--- src/rtl/spi_slave_responder.sv ---
// rtl/spi_slave_responder.sv - SPI mode-0 responder oversampled on the system clock
// Define SPI_SLAVE_RESPONDER_LSB_FIRST_EN to transfer words LSB first instead of MSB first.
module spi_slave_responder #(
   parameter int WIDTH       = 8,
   parameter int SYNC_STAGES = 2
) (
   input  logic             clk_i,
   input  logic             reset_i,
   input  logic             spi_sclk_i,
   input  logic             spi_cs_n_i,
   input  logic             spi_mosi_i,
   output logic             spi_miso_o,
   input  logic [WIDTH-1:0] tx_data_i,
   input  logic             tx_valid_i,
   output logic             tx_ready_o,
   output logic [WIDTH-1:0] rx_data_o,
   output logic             rx_valid_o,
   output logic             busy_o
);

   localparam int CW = $clog2(WIDTH + 1);
   localparam logic [0:0] ST_IDLE   = 1'b0;
   localparam logic [0:0] ST_ACTIVE = 1'b1;

   logic [SYNC_STAGES:0]   sclk_sync;
   logic [SYNC_STAGES:0]   cs_sync;
   logic [SYNC_STAGES-1:0] mosi_sync;

   logic [0:0]       state, state_nxt;
   logic [CW-1:0]    bit_cnt, bit_cnt_nxt;
   logic [WIDTH-1:0] rx_shift, rx_shift_nxt;
   logic [WIDTH-1:0] tx_shift, tx_shift_nxt;
   logic [WIDTH-1:0] hold_data, hold_data_nxt;
   logic [WIDTH-1:0] rx_data_nxt;
   logic [WIDTH-1:0] rx_shifted, tx_shifted;
   logic             hold_full, hold_full_nxt;
   logic             rx_valid_nxt;
   logic             tx_reload;
   logic             miso_bit;
   logic             sclk_rise, sclk_fall, cs_rise, cs_fall, mosi_bit;

   // Edges come from the newest synchronised flop against its history flop.
   assign sclk_rise = sclk_sync[SYNC_STAGES-1] & ~sclk_sync[SYNC_STAGES];
   assign sclk_fall = ~sclk_sync[SYNC_STAGES-1] & sclk_sync[SYNC_STAGES];
   assign cs_rise   = cs_sync[SYNC_STAGES-1] & ~cs_sync[SYNC_STAGES];
   assign cs_fall   = ~cs_sync[SYNC_STAGES-1] & cs_sync[SYNC_STAGES];
   assign mosi_bit  = mosi_sync[SYNC_STAGES-1];

`ifdef SPI_SLAVE_RESPONDER_LSB_FIRST_EN
   assign rx_shifted = {mosi_bit, rx_shift[WIDTH-1:1]};
   assign tx_shifted = {1'b0, tx_shift[WIDTH-1:1]};
   assign miso_bit   = tx_shift_nxt[0];
`else
   assign rx_shifted = {rx_shift[WIDTH-2:0], mosi_bit};
   assign tx_shifted = {tx_shift[WIDTH-2:0], 1'b0};
   assign miso_bit   = tx_shift_nxt[WIDTH-1];
`endif

   assign tx_ready_o = ~hold_full;
   assign busy_o     = (state == ST_ACTIVE);

   always_comb begin
      state_nxt     = state;
      bit_cnt_nxt   = bit_cnt;
      rx_shift_nxt  = rx_shift;
      tx_shift_nxt  = tx_shift;
      rx_data_nxt   = rx_data_o;
      rx_valid_nxt  = 1'b0;
      tx_reload     = 1'b0;
      hold_data_nxt = hold_data;
      hold_full_nxt = hold_full;

      // A CS edge takes priority over any SCLK edge seen in the same cycle.
      if (cs_fall) begin
         state_nxt    = ST_ACTIVE;
         bit_cnt_nxt  = '0;
         rx_shift_nxt = '0;
         tx_reload    = 1'b1;
      end else if (cs_rise) begin
         state_nxt    = ST_IDLE;
         bit_cnt_nxt  = '0;
         rx_shift_nxt = '0;
         tx_shift_nxt = '0;
      end else if (state == ST_ACTIVE) begin
         if (sclk_rise) begin
            rx_shift_nxt = rx_shifted;
            if (bit_cnt == CW'(WIDTH - 1)) begin
               bit_cnt_nxt  = '0;
               rx_data_nxt  = rx_shifted;
               rx_valid_nxt = 1'b1;
               tx_reload    = 1'b1;
            end else begin
               bit_cnt_nxt = bit_cnt + CW'(1);
            end
         end else if (sclk_fall && (bit_cnt != '0)) begin
            tx_shift_nxt = tx_shifted;
         end
      end

      if (tx_reload) begin
         tx_shift_nxt = hold_full ? hold_data : '0;
      end

      // A load can only happen while empty, so a same-cycle reload sees zeros.
      if (tx_valid_i && !hold_full) begin
         hold_data_nxt = tx_data_i;
         hold_full_nxt = 1'b1;
      end else if (tx_reload) begin
         hold_full_nxt = 1'b0;
      end
   end

   always_ff @(posedge clk_i) begin
      if (!reset_i) begin
         sclk_sync  <= '0;
         cs_sync    <= '1;
         mosi_sync  <= '0;
         state      <= ST_IDLE;
         bit_cnt    <= '0;
         rx_shift   <= '0;
         tx_shift   <= '0;
         hold_data  <= '0;
         hold_full  <= 1'b0;
         rx_data_o  <= '0;
         rx_valid_o <= 1'b0;
         spi_miso_o <= 1'b0;
      end else begin
         sclk_sync  <= {sclk_sync[SYNC_STAGES-1:0], spi_sclk_i};
         cs_sync    <= {cs_sync[SYNC_STAGES-1:0], spi_cs_n_i};
         mosi_sync  <= {mosi_sync[SYNC_STAGES-2:0], spi_mosi_i};
         state      <= state_nxt;
         bit_cnt    <= bit_cnt_nxt;
         rx_shift   <= rx_shift_nxt;
         tx_shift   <= tx_shift_nxt;
         hold_data  <= hold_data_nxt;
         hold_full  <= hold_full_nxt;
         rx_data_o  <= rx_data_nxt;
         rx_valid_o <= rx_valid_nxt;
         spi_miso_o <= (state_nxt == ST_ACTIVE) && miso_bit;
      end
   end

endmodule

--- config.mk ---
export PLATFORM = sky130hd
export DESIGN_NAME = spi_slave_responder
export DESIGN_NICKNAME = d
export VERILOG_FILES = /design/src/rtl/spi_slave_responder.sv
export SDC_FILE = /design/constraint.sdc
export NUM_CORES = 1
export LEC_CHECK = 0
export BUFFER_PORTS_ARGS = -buffer_cell sky130_fd_sc_hd__buf_4
export CORE_MARGIN = 2
export CORE_UTILIZATION = 45
export DETAILED_ROUTE_END_ITERATION = 10
export GPL_ROUTABILITY_DRIVEN = 0
export PLACE_DENSITY_LB_ADDON = 0.15
export SYNTH_ARGS = -nofsm -noshare
export SYNTH_HDL_FRONTEND = slang
export SYNTH_SLANG_ARGS = --single-unit
--- constraint.sdc ---
create_clock -name clk_i -period 2.1 [get_ports clk_i]
set_input_delay 0.315 -clock clk_i [delete_from_list [all_inputs] [get_ports clk_i]]
set_output_delay 0.315 -clock clk_i [all_outputs]
set_load 0.01 [all_outputs]
==> run summary, run 1 <==
The flow ran to the end, and the final reports show no timing, DRC or antenna violations. The tools report the initial core utilization as 0.467. Via count: 1,363. The H-tree was split into 2 levels. For the max-slew headroom at the worst pin, the log shows 0.708.

The final period demand of the worst path was 1730 ps; the synthesis-to-layout area growth was 17.8%. For hold timing, the worst endpoint is cs_sync[0]$_SDFF_PN1_. The tools report the initial antenna violation count as 0. 0 antenna diodes ended up in the layout.

The final setup skew is 5.47 ps, and the die width is 68.2 µm. The number of enable flip-flop cells after synthesis works out to 0. The logs give 38 for the largest net degree at the start of global routing and 2540 µm for the placed wire-length estimate after detailed placement.

Registers take 941 µm². Across all register-to-register paths, the minimum setup slack is 370 ps. Clock tree synthesis found a total of 47 sinks. Fill cells in the final layout number 371. The count of max-cap constraint violations is 0. At the worst endpoint, the required time is 2290 ps. Summed over all instances, the cell type with the most area after synthesis is sky130_fd_sc_hd__dfxtp_1. The largest incremental delay on the critical path is 430 ps, and the total CTS buffers is 5.

The maximum root-to-sink buffer count is 2, and the number of design-rule violations left by the first detailed-router iteration is 47. The logs give 1,286 for the via count of the first global-routing pass and 0 for the hold violation count in the final report. The final setup violation count was 0; the global-route wire length before repair was 5800 µm.

The min-delay analysis places its worst path in the category input port to flip-flop. The portion of the clock cycle consumed by the worst path in the final layout was 0.822; the total routing usage reported by global routing was 0.172. The post-synthesis sequential area ratio was 0.508. The first detailed-routing pass ran for 4 iterations. Data arrival time at the worst-slack endpoint: 1920 ps. The startpoint identified for the worst hold timing path is spi_cs_n_i.

By startpoint and endpoint, the worst setup path is classified as flip-flop to flip-flop. In the final timing run, aggregate negative setup slack is 0 ps. The logs give 579 MHz for the maximum frequency from static timing analysis and 840 µm² for the multi-input logic area.

End of the worst register-to-register path: tx_shift[6]$_SDFFE_PN0P_. In this run the critical register-to-register path is launched from cs_sync[1]$_SDFF_PN1_. The CTS clock-pin slew for the worst setup and hold paths was 80 ps; the netlist area before placement was 0.00185 mm².

For the worst-skew pair, the clock arrives at the later sink with an insertion delay of 300 ps. The number of pins exceeding their max-slew limit in the final report was 0. Wires add up to 3560 µm.

Hold repair after CTS inserted 0 buffers. The overall die area was 0.00465 mm²; the total congestion overflow after global routing was 0. Number of nets produced by synthesis: 211. Setup repair after global routing left no endpoint under its margin. The number of buffers inserted by post-CTS setup repair came out at 0.

In the post-synthesis netlist, the biggest area contributors are sky130_fd_sc_hd__dfxtp_1 51%, sky130_fd_sc_hd__nand2_1 6.1%, sky130_fd_sc_hd__mux2i_1 4.9%. The worst-path cell with the longest stage delay was sky130_fd_sc_hd__a21boi_2. In this run, post-CTS repair resized a total of 0 instances. The final layout net count was 234; the maximum ir drop on the vdd rail was 0.379 mV. The Yosys step of the flow raised 0 warnings. For the leakage power figure, the log shows 0.000879 µW. The critical path buffer and inverter count works out to 1. The post-route non-filler standard cell count is 267, and the number of instances in the synthesized netlist is 193. The worst hold path was traced through 2 stages. Including well taps, the total number of placed cells is 259. Flip-flop cell with the highest count after synthesis: sky130_fd_sc_hd__dfxtp_1. In this run the remaining antenna-violating nets after routing total 0. The share of flip-flops with an asynchronous set or reset after synthesis is 0, and the fraction of final layout cells sized beyond drive strength 1 is 0.175. Pin placement for this block handled 26 I/O pins. Broken down by cell family, the worst path's largest delay share belongs to compound AO/OA/AOI/OAI gates.

Register bit total from synthesis: 47. The floorplan has 23 rows. The tree is rooted in a sky130_fd_sc_hd__clkbuf_8. The die boundary height works out to 68.2 µm. The signal on the critical path passes through inv_1, ha_1, nor2_1, a21boi_2, nand2_4, o221a_1. The average instance in the mapped netlist occupies 9.60 µm².

At the pin with the least slew margin, the transition time is 435 ps. Per-cell routed wire length: 13.3 µm. The ratio of routed vias to standard cells works out to 5.10.

The worst setup path is captured at a flip-flop. The core region is 0.00397 mm². The maximum fanout count along the critical path is 9, and the port buffer count is 25.

In the routed design, unresolved DRC markers number 0. The tools report the sort of element at the start of the critical path as a flip-flop. Number of distinct standard cells referenced by the synthesized netlist: 31. The share of Yosys cell area claimed by the top area cell type was 0.508.

TritonCTS built the clock tree. Power spread over the standard cell area amounts to 788 mW/mm². For the worst flop-to-flop path, the logic depth is 6.
[power breakdown]
part | total, µW | switching, µW | internal, µW
Combinational | 108 | 51.0 | 56.9
Clock | 680 | 295 | 385
Sequential | 933 | 15.8 | 917
Total | 1720 | 362 | 1360
[layer usage]
layer	share of wire	global-route usage	routed length, µm
met1	0.47	0.210	1670
met2	0.45	0.278	1620
met3	0.060	0.0543	214
met5	0	0	0
met4	0.017	0.0775	59
[cells in the final DEF, fill, tap and decap left out, types with 2 or more instances in the layout]
cell,n
sky130_fd_sc_hd__xor2_1,2
sky130_fd_sc_hd__nand4_1,2
sky130_fd_sc_hd__dfxtp_1,47
sky130_fd_sc_hd__nand2_1,30
sky130_fd_sc_hd__nor2_1,4
sky130_fd_sc_hd__o21a_1,7
sky130_fd_sc_hd__and2_1,11
sky130_fd_sc_hd__a21oi_1,8
sky130_fd_sc_hd__and3b_1,2
sky130_fd_sc_hd__buf_4,27
sky130_fd_sc_hd__nand2b_1,2
sky130_fd_sc_hd__mux2i_1,9
sky130_fd_sc_hd__o21ai_0,2
sky130_fd_sc_hd__nor2b_1,11
sky130_fd_sc_hd__ha_1,4
sky130_fd_sc_hd__a21boi_0,8
sky130_fd_sc_hd__inv_1,5
sky130_fd_sc_hd__nor3_1,2
sky130_fd_sc_hd__nand3_1,11
sky130_fd_sc_hd__clkbuf_8,6
sky130_fd_sc_hd__o221a_1,6
[stage by stage]
step / total power [µW] / hold slack (ps) / instance area (µm²) / util / worst slack [ps]
finish: 1720 / 196 / 2180 / 0.549 / 373
global route: 1780 / 195 / 2180 / 0.549 / 253
CTS: 1730 / 186 / 2180 / 0.549 / 377
detailed placement: 1060 / 397 / 2060 / 0.520 / 393
global placement: 1060 / 398 / 2060 / 0.520 / 493
floorplan: 1020 / 386 / 1850 / - / 570
[area by class of cell]
cell class / instances / area share
clock buffer: 6 / 0.0378
inverter: 5 / 0.00860
clock inverter: 2 / 0.0161
timing repair buffer: 27 / 0.0929
sequential: 47 / 0.431
multi-input combinational: 130 / 0.385
tap: 50 / 0.0287
[synthesized netlist by cell type, drive strengths merged (5+ instances only)]
cell,instances
and2,12
o221a,6
o21a,7
a21boi,9
a21oi,8
buf,5
dfxtp,47
nand2,31
nand3,11
inv,5
nor2b,11
mux2i,9
clkbuf,6
[flip-flops by register name, indices dropped and copies added (netlist names)]
name        cells
hold_data       8
rx_data_o       8
sclk_sync       3
hold_full       1
rx_valid_o      1
busy_o          1
mosi_sync       2
bit_cnt         4
spi_miso_o      1
rx_shift        7
cs_sync         3
tx_shift        8
[logic make-up (layout without fill, tap and decap cells)]
group | after synthesis | after routing | synth area share
mux | 9 | 9 | 0.0486
flops | 47 | 47 | 0.508
compound gates | 35 | 35 | 0.145
simple gates | 79 | 79 | 0.218
xor+xnor | 3 | 3 | 0.0142
fa+ha+maj | 4 | 4 | 0.0270
buf+inv | 16 | 40 | 0.0392
[worst max-delay path by stage]
stage	from	endpoint	cells past startpoint
6_report	cs_sync[1]$_SDFF_PN1_	tx_shift[6]$_SDFFE_PN0P_	6
5_1_grt	cs_sync[1]$_SDFF_PN1_	tx_shift[6]$_SDFFE_PN0P_	6
4_1_cts	cs_sync[1]$_SDFF_PN1_	tx_shift[6]$_SDFFE_PN0P_	6
3_3_place_gp	cs_sync[1]$_SDFF_PN1_	tx_shift[2]$_SDFFE_PN0P_	6
2_1_floorplan	bit_cnt[0]$_SDFFE_PP0P_	tx_shift[1]$_SDFFE_PN0P_	5
3_5_place_dp	cs_sync[1]$_SDFF_PN1_	tx_shift[4]$_SDFFE_PN0P_	6
Note: power is estimated with default switching activity, not from simulation.
==> run 2: changes to the inputs <==
clock period = 1.8 ns   (was 2.1 ns; I/O delays follow)
==> run summary, run 2 (synthesis gave the netlist of run 1 again) <==
The logs give 5.76 ps for the final setup skew and 1980 ps for the required time reported for the critical path endpoint. Number of hold buffers added after cts: 0. Before antenna repair, the detailed router went through 4 iterations. The run gives 5 as the total CTS buffers.

The tool flagged a number of max-cap violations equal to 0. The worst setup path is of the flip-flop to flip-flop kind. The number of design-rule violations left by the first detailed-router iteration is 27. With fillers left out, the area of the finished cells amounts to 0.00217 mm². TritonCTS built the clock tree.

The run gives 290 ps as the clock latency on the worst-skew pair. The clock net sink count is 47. Cell internal power was estimated by the tool at 1440 µW. The power spent charging and discharging nets was 393 µW. The top cell types in the final layout, fill and taps aside, are 47 x sky130_fd_sc_hd__dfxtp_1, 30 x sky130_fd_sc_hd__nand2_1, 28 x sky130_fd_sc_hd__buf_4, 11 x sky130_fd_sc_hd__nor2b_1, 11 x sky130_fd_sc_hd__nand3_1. The logs give 2 for the H-tree level count and 0 ps for the final sum of negative setup slack.

The run gives 0.337 as the clock power share. The total routing usage reported by global routing is 0.164, and the placement-stage cell area is 0.00207 mm². Largest net degree at the start of global routing: 38. The logs give 0 for the final setup violation count and 0.069 for the power share of the combinational group.

The largest registers in the layout are hold_data x8, rx_data_o x8, tx_shift x8. The hold violation count in the final report is 0, and the via count is 1,372. STA classifies the critical path endpoint as a flip-flop.

The flow ran to the end, and the final reports show no timing, DRC or antenna violations. The via count of the first global-routing pass is 1,215, and the initial core utilization is 0.467. At the pin with the least slew margin, the transition time is 393 ps.

Port buffering added 25 buffers. The synthesis-to-layout area growth was 17.0%; the ratio of routed vias to standard cells was 5.14. The number of pins exceeding their max-slew limit in the final report is 0, and the final period demand of the worst path is 1670 ps. Summed over all nets, the half-perimeter wirelength after detailed placement is 2560 µm. The logs give 598 MHz for the maximum frequency from static timing analysis and 0 for the remaining design rule violation count. Initial antenna violation count: 0. After floorplanning, the core was sized to cover 0.00397 mm². At the worst endpoint, the arrival time is 1860 ps. The CTS clock-pin slew for the worst setup and hold paths is 80 ps.

The floorplan step defined a die boundary enclosing 0.00465 mm². The number of diodes added for antenna fixing is 0, and the final layout net count is 235. The sort of element at the start of the critical path was a flip-flop. The path class of the tightest hold or removal check is input port to flip-flop. The die boundary height is 68.2 µm, and the total of fill cells in the finished design is 368.

Dividing total power by cell area gives a power density of 845 mW/mm². The register share of total power is 0.594, and the switching portion of total power is 0.214. Setup repair after global routing left no endpoint under its margin. The floorplan has 23 rows. Dividing the detail-routed wire length by the instance count gives 12.7 µm. Summed over all layers, the routed wires come to 3400 µm. VDD sags by at most 0.538 mV. The most common cell after layout, fill and taps aside is sky130_fd_sc_hd__dfxtp_1. The top-level I/O count is 26. In this run the remaining antenna-violating nets after routing total 0.

After global routing the overflow that remains totals 0. The longest clock path from root to sink contains 2 buffers. The first global-routing pass estimated 5590 µm of wire. The analysis attributes to cell leakage a power of 0.000878 µW.

The tree is rooted in a sky130_fd_sc_hd__clkbuf_8. The fraction of final layout cells sized beyond drive strength 1 is 0.180, and the die width is 68.2 µm. The portion of the clock cycle consumed by the worst path in the final layout was 0.929; the max-slew headroom at the worst pin was 0.737. Of all nets on the critical path, the largest fanout is 9.
==> run 2: changes by cell type in the layout (fill, tap and decap cells not counted) <==
cell and delta:
sky130_fd_sc_hd__a21boi_2 -1, sky130_fd_sc_hd__a21boi_4 +1, sky130_fd_sc_hd__and2_1 -1, sky130_fd_sc_hd__and2_2 +1, sky130_fd_sc_hd__buf_4 +1, sky130_fd_sc_hd__bufinv_16 -1
==> run 2: what timing repair did <==
item                       4_1_cts  5_1_grt
setup buffers                    0        0
setup endpoints to repair        0        7
gates resized for setup          0        2
hold endpoints to repair         0        0
==> run 2: through the flow <==
stage          setup slack (ps)  hold slack [ps]  cells  utilization  power (µW)
5_1_grt                    30.2              150    267        0.546        1910
4_1_cts                     116              154    267        0.544        1850
2_1_floorplan               270              371    193            -        1190
3_3_place_gp                198              397    260        0.522        1230
6_report                    128              162    267        0.546        1830
3_5_place_dp                118              398    260        0.522        1240
==> run 2: routing by layer <==
layer / track usage / routed length [µm] / vias up
li1: - / - / 699
met1: 0.220 / 1630 / 631
met2: 0.249 / 1550 / 37
met3: 0.0493 / 169 / 5
met4: 0.0600 / 46 / 0
met5: 0 / 0 / -
==> run 2: final cells by class <==
class,instances,area (µm²),share of cell area
sequential,47,941,0.434
multi-input combinational,130,848,0.391
timing repair buffer,28,210,0.0969
clock buffer,6,82.6,0.0381
tap,50,62.6,0.0289
inverter,5,18.8,0.00866
clock inverter,1,5.00,0.00231
==> run 2: critical path: stages, from the launching register on <==
cell and delay [ps]:
sky130_fd_sc_hd__dfxtp_1 350, sky130_fd_sc_hd__ha_1 230, sky130_fd_sc_hd__and3b_1 230, sky130_fd_sc_hd__a32o_2 350
sky130_fd_sc_hd__and2_0 170, sky130_fd_sc_hd__o221a_1 250
==> run 2: path summary, 6_finish.rpt <==
path / startpoint / end / slack [ps] / cells past startpoint
setup / recovery: bit_cnt[0]$_SDFFE_PP0P_ / tx_shift[1]$_SDFFE_PN0P_ / 130 / 5
hold / removal: spi_cs_n_i / cs_sync[0]$_SDFF_PN1_ / 160 / 2
setup reg to reg: bit_cnt[0]$_SDFFE_PP0P_ / tx_shift[1]$_SDFFE_PN0P_ / 130 / 5
hold reg to reg: cs_sync[0]$_SDFF_PN1_ / cs_sync[1]$_SDFF_PN1_ / 410 / 1
==> run 2: power by group through the flow <==
stage | clock [µW] | combinational, µW | sequential [µW]
after CTS | 634 | 127 | 1090
after global routing | 677 | 140 | 1090
final | 617 | 127 | 1090
after detailed placement | 0 | 127 | 1110
after global placement | 0 | 122 | 1110
after floorplan | 0 | 85.1 | 1110
